===== config.mk =====
export PLATFORM = sky130hd
export DESIGN_NAME = dftm_sdram_arbiter
export DESIGN_NICKNAME = d
export VERILOG_FILES = /design/src/rtl/dftm_sdram_arbiter.sv
export SDC_FILE = /design/constraint.sdc
export NUM_CORES = 1
export LEC_CHECK = 0
export CAP_MARGIN = 15
export CORE_MARGIN = 1.5
export CORE_UTILIZATION = 42
export CTS_CLUSTER_SIZE = 28
export DETAILED_ROUTE_END_ITERATION = 7
export PLACE_DENSITY = 0.81
export SETUP_SLACK_MARGIN = 0.2
export SLEW_MARGIN = 10
export SYNTH_ARGS = -nofsm -noshare
export SYNTH_HDL_FRONTEND = slang
export SYNTH_SLANG_ARGS = --single-unit

===== constraint.sdc =====
create_clock -name clk_i -period 2.2 [get_ports clk_i]
set_clock_uncertainty 0.05 [all_clocks]
set_input_delay 0.44 -clock clk_i [delete_from_list [all_inputs] [get_ports clk_i]]
set_output_delay 0.44 -clock clk_i [all_outputs]
set_load 0.05 [all_outputs]

===== src/rtl/dftm_sdram_arbiter.sv =====
// Two-port arbiter in front of one SDRAM host interface: serialises whole transactions,
// routes read data/done back to the winner, and aborts transactions the SDRAM never finishes.
module dftm_sdram_arbiter #(
    parameter int ADDR_W   = 24,
    parameter int DATA_W   = 16,
    parameter int PRIO_P0  = 0,
    parameter int MAX_WAIT = 4,
    parameter int TIMEOUT  = 1023
) (
    input  logic              clk_i,
    input  logic              rst_n_i,
    input  logic              p0_rd_i,
    input  logic              p0_wr_i,
    input  logic [ADDR_W-1:0] p0_addr_i,
    input  logic [DATA_W-1:0] p0_data_i,
    output logic [DATA_W-1:0] p0_data_o,
    output logic              p0_done_o,
    output logic              p0_err_o,
    input  logic              p1_rd_i,
    input  logic              p1_wr_i,
    input  logic [ADDR_W-1:0] p1_addr_i,
    input  logic [DATA_W-1:0] p1_data_i,
    output logic [DATA_W-1:0] p1_data_o,
    output logic              p1_done_o,
    output logic              p1_err_o,
    output logic              sdram_rd_o,
    output logic              sdram_wr_o,
    output logic [ADDR_W-1:0] sdram_addr_o,
    output logic [DATA_W-1:0] sdram_data_o,
    input  logic [DATA_W-1:0] sdram_data_i,
    input  logic              sdram_done_i,
    output logic              grant_o,
    output logic              busy_o,
    output logic              timeout_o
);

    typedef enum logic [1:0] {ST_IDLE, ST_BUSY, ST_RELEASE} state_t;

    // The timer holds the number of completed BUSY cycles, so the abort fires on the
    // TIMEOUT-th BUSY cycle and the command stays up for exactly TIMEOUT cycles.
    localparam logic [9:0] TIMER_LAST = 10'(TIMEOUT - 1);
    localparam logic [3:0] WAIT_MAX   = 4'(MAX_WAIT);

    state_t      r_state;
    state_t      w_next_state;
    logic        r_last_grant;
    logic [3:0]  r_wait_cnt;
    logic [9:0]  r_timer;

    logic        w_req0;
    logic        w_req1;
    logic        w_win;
    logic        w_win_rd;
    logic        w_timer_hit;

    assign w_req0      = p0_rd_i | p0_wr_i;
    assign w_req1      = p1_rd_i | p1_wr_i;
    assign w_win_rd    = w_win ? p1_rd_i : p0_rd_i;
    assign w_timer_hit = (r_timer == TIMER_LAST);
    assign busy_o      = (r_state != ST_IDLE);

    always_comb begin
        w_win = 1'b0;
        if (PRIO_P0 != 0) begin
            w_win = w_req1 && (!w_req0 || (r_wait_cnt == WAIT_MAX));
        end else if (w_req0 && w_req1) begin
            w_win = ~r_last_grant;
        end else begin
            w_win = w_req1;
        end
    end

    always_ff @(posedge clk_i or negedge rst_n_i) begin
        if (!rst_n_i) r_state <= ST_IDLE;
        else          r_state <= w_next_state;
    end

    // NOTE: every combinational output gets a default first so no path leaves it unassigned (no latch).
    always_comb begin
        w_next_state = r_state;
        case (r_state)
            ST_IDLE:    if (w_req0 || w_req1)              w_next_state = ST_BUSY;
            ST_BUSY:    if (sdram_done_i || w_timer_hit)   w_next_state = ST_RELEASE;
            ST_RELEASE:                                     w_next_state = ST_IDLE;
            default:                                        w_next_state = ST_IDLE;
        endcase
    end

    // NOTE: sequential state uses non-blocking assignments so every register samples pre-edge values.
    always_ff @(posedge clk_i or negedge rst_n_i) begin
        if (!rst_n_i) begin
            r_last_grant <= 1'b1;
            r_wait_cnt   <= '0;
            r_timer      <= '0;
            sdram_rd_o   <= 1'b0;
            sdram_wr_o   <= 1'b0;
            sdram_addr_o <= '0;
            sdram_data_o <= '0;
            grant_o      <= 1'b0;
            timeout_o    <= 1'b0;
            p0_data_o    <= '0;
            p0_done_o    <= 1'b0;
            p0_err_o     <= 1'b0;
            p1_data_o    <= '0;
            p1_done_o    <= 1'b0;
            p1_err_o     <= 1'b0;
        end else begin
            p0_done_o <= 1'b0;
            p0_err_o  <= 1'b0;
            p1_done_o <= 1'b0;
            p1_err_o  <= 1'b0;
            case (r_state)
                ST_IDLE: begin
                    if (w_req0 || w_req1) begin
                        sdram_addr_o <= w_win ? p1_addr_i : p0_addr_i;
                        sdram_data_o <= w_win ? p1_data_i : p0_data_i;
                        sdram_rd_o   <= w_win_rd;
                        sdram_wr_o   <= ~w_win_rd;
                        grant_o      <= w_win;
                        r_last_grant <= w_win;
                        r_timer      <= '0;
                        if (PRIO_P0 != 0) begin
                            if (w_win)
                                r_wait_cnt <= '0;
                            else if (w_req1 && (r_wait_cnt != WAIT_MAX))
                                r_wait_cnt <= r_wait_cnt + 4'd1;
                        end
                    end
                end
                ST_BUSY: begin
                    r_timer <= r_timer + 10'd1;
                    if (sdram_done_i) begin
                        sdram_rd_o <= 1'b0;
                        sdram_wr_o <= 1'b0;
                        if (grant_o) begin
                            p1_done_o <= 1'b1;
                            if (sdram_rd_o) p1_data_o <= sdram_data_i;
                        end else begin
                            p0_done_o <= 1'b1;
                            if (sdram_rd_o) p0_data_o <= sdram_data_i;
                        end
                    end else if (w_timer_hit) begin
                        sdram_rd_o <= 1'b0;
                        sdram_wr_o <= 1'b0;
                        timeout_o  <= 1'b1;
                        if (grant_o) begin
                            p1_done_o <= 1'b1;
                            p1_err_o  <= 1'b1;
                            p1_data_o <= '0;
                        end else begin
                            p0_done_o <= 1'b1;
                            p0_err_o  <= 1'b1;
                            p0_data_o <= '0;
                        end
                    end
                end
                ST_RELEASE: r_timer <= '0;
                default:    r_timer <= '0;
            endcase
        end
    end

endmodule


# After elaboration in Yosys (flattened, before gate mapping)
# Index checks and enable logic that the tools add are counted.
# word_totals
register_bits	93
input_bits	103
wordCells	77
# classes
bitwise_logic	6
n_reduce_logical	13
addsub	1
n_eq_ne	6
mux	36
# op_table
operator	count
$mux 16	10
$mux 24	1
$pmux 10 s2	1
$mux 1	18
$add 10x1->10 const B	1
$eq 10x10->1 const B	1
$mux 10	1
$reduce_and 4->1	2
$ne 2x2->1 const B	3
$reduce_and 3->1	2
$reduce_bool 2->1	3
$mux 2	2
$not 1->1	4
$pmux 1 s2	2
$pmux 2 s2	1
$reduce_and 2->1	2
$ne 3x3->1 const B	1
$eq 2x1->1 const B	1
$logic_not 2->1	1
$logic_or 1x1->1	2
$or 1x1->1	2
$logic_and 1x1->1	1

# Depth between registers and ports, before layout
# depth
depth_word	7
ltp_mapped	7
mapped_depth_nobuf	6

# Least setup slack after synthesis
# No wires, ideal clock.
# synth_path
path_kind	reg2reg
start	register r_timer[0]
end	register p1_data_o[10]
required_ps	2025
setup_time_ps	125
stages_incl_launch_ff	8
t_arrival_ps	1723
path_slack_ps	301
path_cell_list	dfrtp_1 -> inv_1 -> ha_1 -> nand3_1 -> o41ai_4 -> nand3_4 -> buf_6 -> mux2_4
# synth_via
elab_chain_len	3
# synth_lines
element	line_no	rtl
start: declaration	48	logic [9:0] r_timer;
start signal: assignment	131	r_timer <= r_timer + 10'd1;
$eq 10x10->1	59	assign w_timer_hit = (r_timer == TIMER_LAST);
$reduce_bool 2->1 (no line)	--	
$reduce_and 4->1 (no line)	--	
end signal: assignment	137	if (sdram_rd_o) p1_data_o <= sdram_data_i;
end: declaration	23	output logic [DATA_W-1:0] p1_data_o,
# No other way between the ends.
# A chain may end at the register's enable or synchronous reset.

# Worst setup path in the final report
# layout_path
start	register r_timer[0]
end	register p1_data_o[15]
# The elaborated chain is that of the path after synthesis.

==> out/summary.txt <==
status -> complete, no violations
Yosys reg bits -> 93
LEAKAGE -> 3.18 nW
clk sink count -> 93
Compound-Gate Fraction of Synth Area -> 0.0959
vias in the first global route -> 3,378
DRT antenna net count -> 0
Comb pwr share -> 0.577
drt pass-1 iters -> 4
Worst Tran Pin Value -> 536 ps
Critical Path RT -> 2390 ps
Worst VDD drop -> 748 uV
Worst-path clk slew -> 100 ps
starting density of the core -> 0.430
synthesized netlist net count -> 469
Final Hold Vio Count -> 0
first-pass GRT wire length -> 16.0 mm
1st-iter DRT viols -> 110
Setup Total Neg Slack -> 0 ps
yosys synthesis warning count -> 0
syn_area_per_cell -> 11.5 sq um
CORE AREA -> 9730 sq um
Multi-input gate area -> 1780 sq um
mux share of post-synthesis cell area -> 0.191
fin crit period -> 2000 ps
XOR/XNOR Fraction of Synth Area -> 0
TritonCTS Buffers -> 9
post-synthesis simple-gate area fraction -> 0.124
reg2reg start -> r_timer[0]
Int Pwr -> 4.50 mW
# placed instances -> 675
Net Switching -> 4.70 mW
Layout Nets -> 662
grt ovf -> 0
DRC violations left -> 0
I/O Pins -> 184
Routed WL per cell -> 15.0 um
PnR worst setup slack -> 200 ps
Core Util, Final -> 0.659
Setup crit end kind -> flip-flop
Syn Inst Count -> 364
via count -> 3,426
Startpoint Class -> flip-flop
Setup CP Type -> flip-flop to flip-flop
Place WS -> -83.0 ps
Synth Area in Adders -> 0.00598
Critical path origin -> r_timer[0]
Synth area leaders -> dfrtp_1 (55%), mux2i_1 (9.6%), o21ai_0 (6.9%), mux2_2 (5.9%), nand2_1 (4.8%)
RSZ-0062 raised after global routing -> true
initial antenna violation count -> 0
P&R area growth vs syn -> 53.3%
layout cells sized above 1 -> 0.155
PD cells -> 1430 nW/um^2
main flop type after synthesis -> dfrtp_1
CTS max path bufs -> 2
FILL cells -> 831
root buffer cell -> clkbuf_8
largest net degree at the start of global routing -> 61
sequential fraction of the synthesis area -> 0.556
Max Slew Vio Count -> 0
power share of the clock group -> 0.114
Routed WL -> 10.4 mm
Die ar. -> 10,600 sq um
Site Rows -> 36
synth cell count leaders -> dfrtp_1 (92), o21ai_0 (58), nand2_1 (54), mux2i_1 (40), mux2_2 (22)
final setup fails -> 0
Synth cell types -> 42
CTS H-tree depth -> 3
die height -> 103 um
CTS tree -> done
Port Buf Inserts -> 183
Via-to-Cell Ratio -> 4.93
Arr. time, crit path -> 2190 ps
normalized max-slew margin -> 0.642
GRT Overall Usage -> 0.196
dpl hpwl -> 8.02 mm
Yosys top cell by area -> dfrtp_1
Die W -> 103 um
Critical Path Fanout Max -> 8
total of max-cap violations -> 0
Yosys top cell area share -> 0.550
antenna fix cells -> 0
Final Cycle Share -> 0.909
Sequential cell area -> 2330 sq um
Flop pwr share -> 0.309
worst-skew pair later-pin latency -> 350 ps
gpl congestion -> 0.792
EDFF count, synth -> 0
f_max -> 500 MHz
async set or reset register ratio after synthesis -> 1.00
Non-Filler Instances -> 695
HP Class -> input pin to async pin
Mapped Area -> 4190 sq um
largest family of logic cells by synthesized area -> multiplexers
Sw Share -> 0.511
count leader, synth -> dfrtp_1
-- flip-flops by register name (all words and copies together), names as in the netlist, 2 cells and up --
name,count
sdram_addr_o,24
sdram_data_o,16
p1_data_o,16
p0_data_o,16
r_state,2
r_timer,10
-- worst max-delay path: stages, from the launching register on --
cell and delay [ps]:
dfrtp_2 450, inv_2 80, ha_4 150, nand3_4 80
o41ai_4 320, buf_4 170, nand3_4 100, clkbuf_16 200
mux2_2 290
-- power groups by stage --
stage | combinational (mW) | sequential (mW) | clock [mW]
final | 5.31 | 2.85 | 1.05
after global routing | 5.64 | 2.94 | 1.15
after CTS | 5.30 | 2.84 | 1.08
after detailed placement | 5.75 | 2.89 | 0
after global placement | 5.63 | 2.86 | 0
after floorplan | 1.41 | 5.15 | 0
-- kinds of logic (layout without fill, tap and decap cells) --
logic type,Yosys count,count (layout)
fa+ha+maj,2,2
simple gates,101,101
compound gates,72,72
buf+inv,24,222
mux,72,72
flops,93,93
-- path summary, 6_finish.rpt --
path	endpoint	slack [ps]	cells past startpoint
setup / recovery	p1_data_o[15]	200	8
hold / removal	r_timer[7]	380	2
setup reg to reg	p1_data_o[15]	200	8
hold reg to reg	sdram_addr_o[0]	430	2
max in group asynchronous	r_last_grant	1050	3
min in group clk_i	sdram_addr_o[0]	430	2
-- layer usage --
layer | GRT usage | share of wire
met1 | 0.242 | 0.42
met2 | 0.331 | 0.49
met3 | 0.0481 | 0.076
met4 | 0.0811 | 0.023
met5 | 0 | 0
-- layout make-up --
type	count	area share
flip-flops and latches	93	0.363
well taps	133	0.0259
repair buffers	201	0.301
inverters	5	0.00293
multi-input cells	247	0.278
clock inverters	7	0.00917
clock buffers	9	0.0193
-- placed cells by master (no fill, tap or decap), types with 3 or more instances in the layout --
cell type,count
a21oi_1,4
and2_1,16
and2_2,4
buf_12,4
buf_4,15
clkbuf_8,9
clkdlybuf4s50_1,101
dfrtp_1,90
dlygate4sd2_1,76
inv_1,4
mux2_2,22
mux2_4,10
mux2i_1,40
nand2_1,53
nand4_1,3
nor2_1,4
nor2b_1,3
o21ai_0,58
-- per-stage QoR --
step                hold slack (ps)  power, mW  cell area, sq um
CTS                             369       9.22              6350
global route                    362       9.73              6420
floorplan                      94.4       6.56              4190
detailed placement              206       8.65              6250
global placement                206       8.49              6250
finish                          376       9.20              6420
-- repair_timing --
| item | CTS | global route |
|---|---|---|
| resized for setup | 77 | 11 |
| cloned | 0 | 1 |
| hold endpoints to repair | 4 | 0 |
| hold buffers | 1 | 0 |
| pin swaps | 0 | 2 |
| setup endpoints to repair | 77 | 24 |
| buffers inserted | 0 | 2 |
Note: power is estimated with default switching activity, not from simulation.
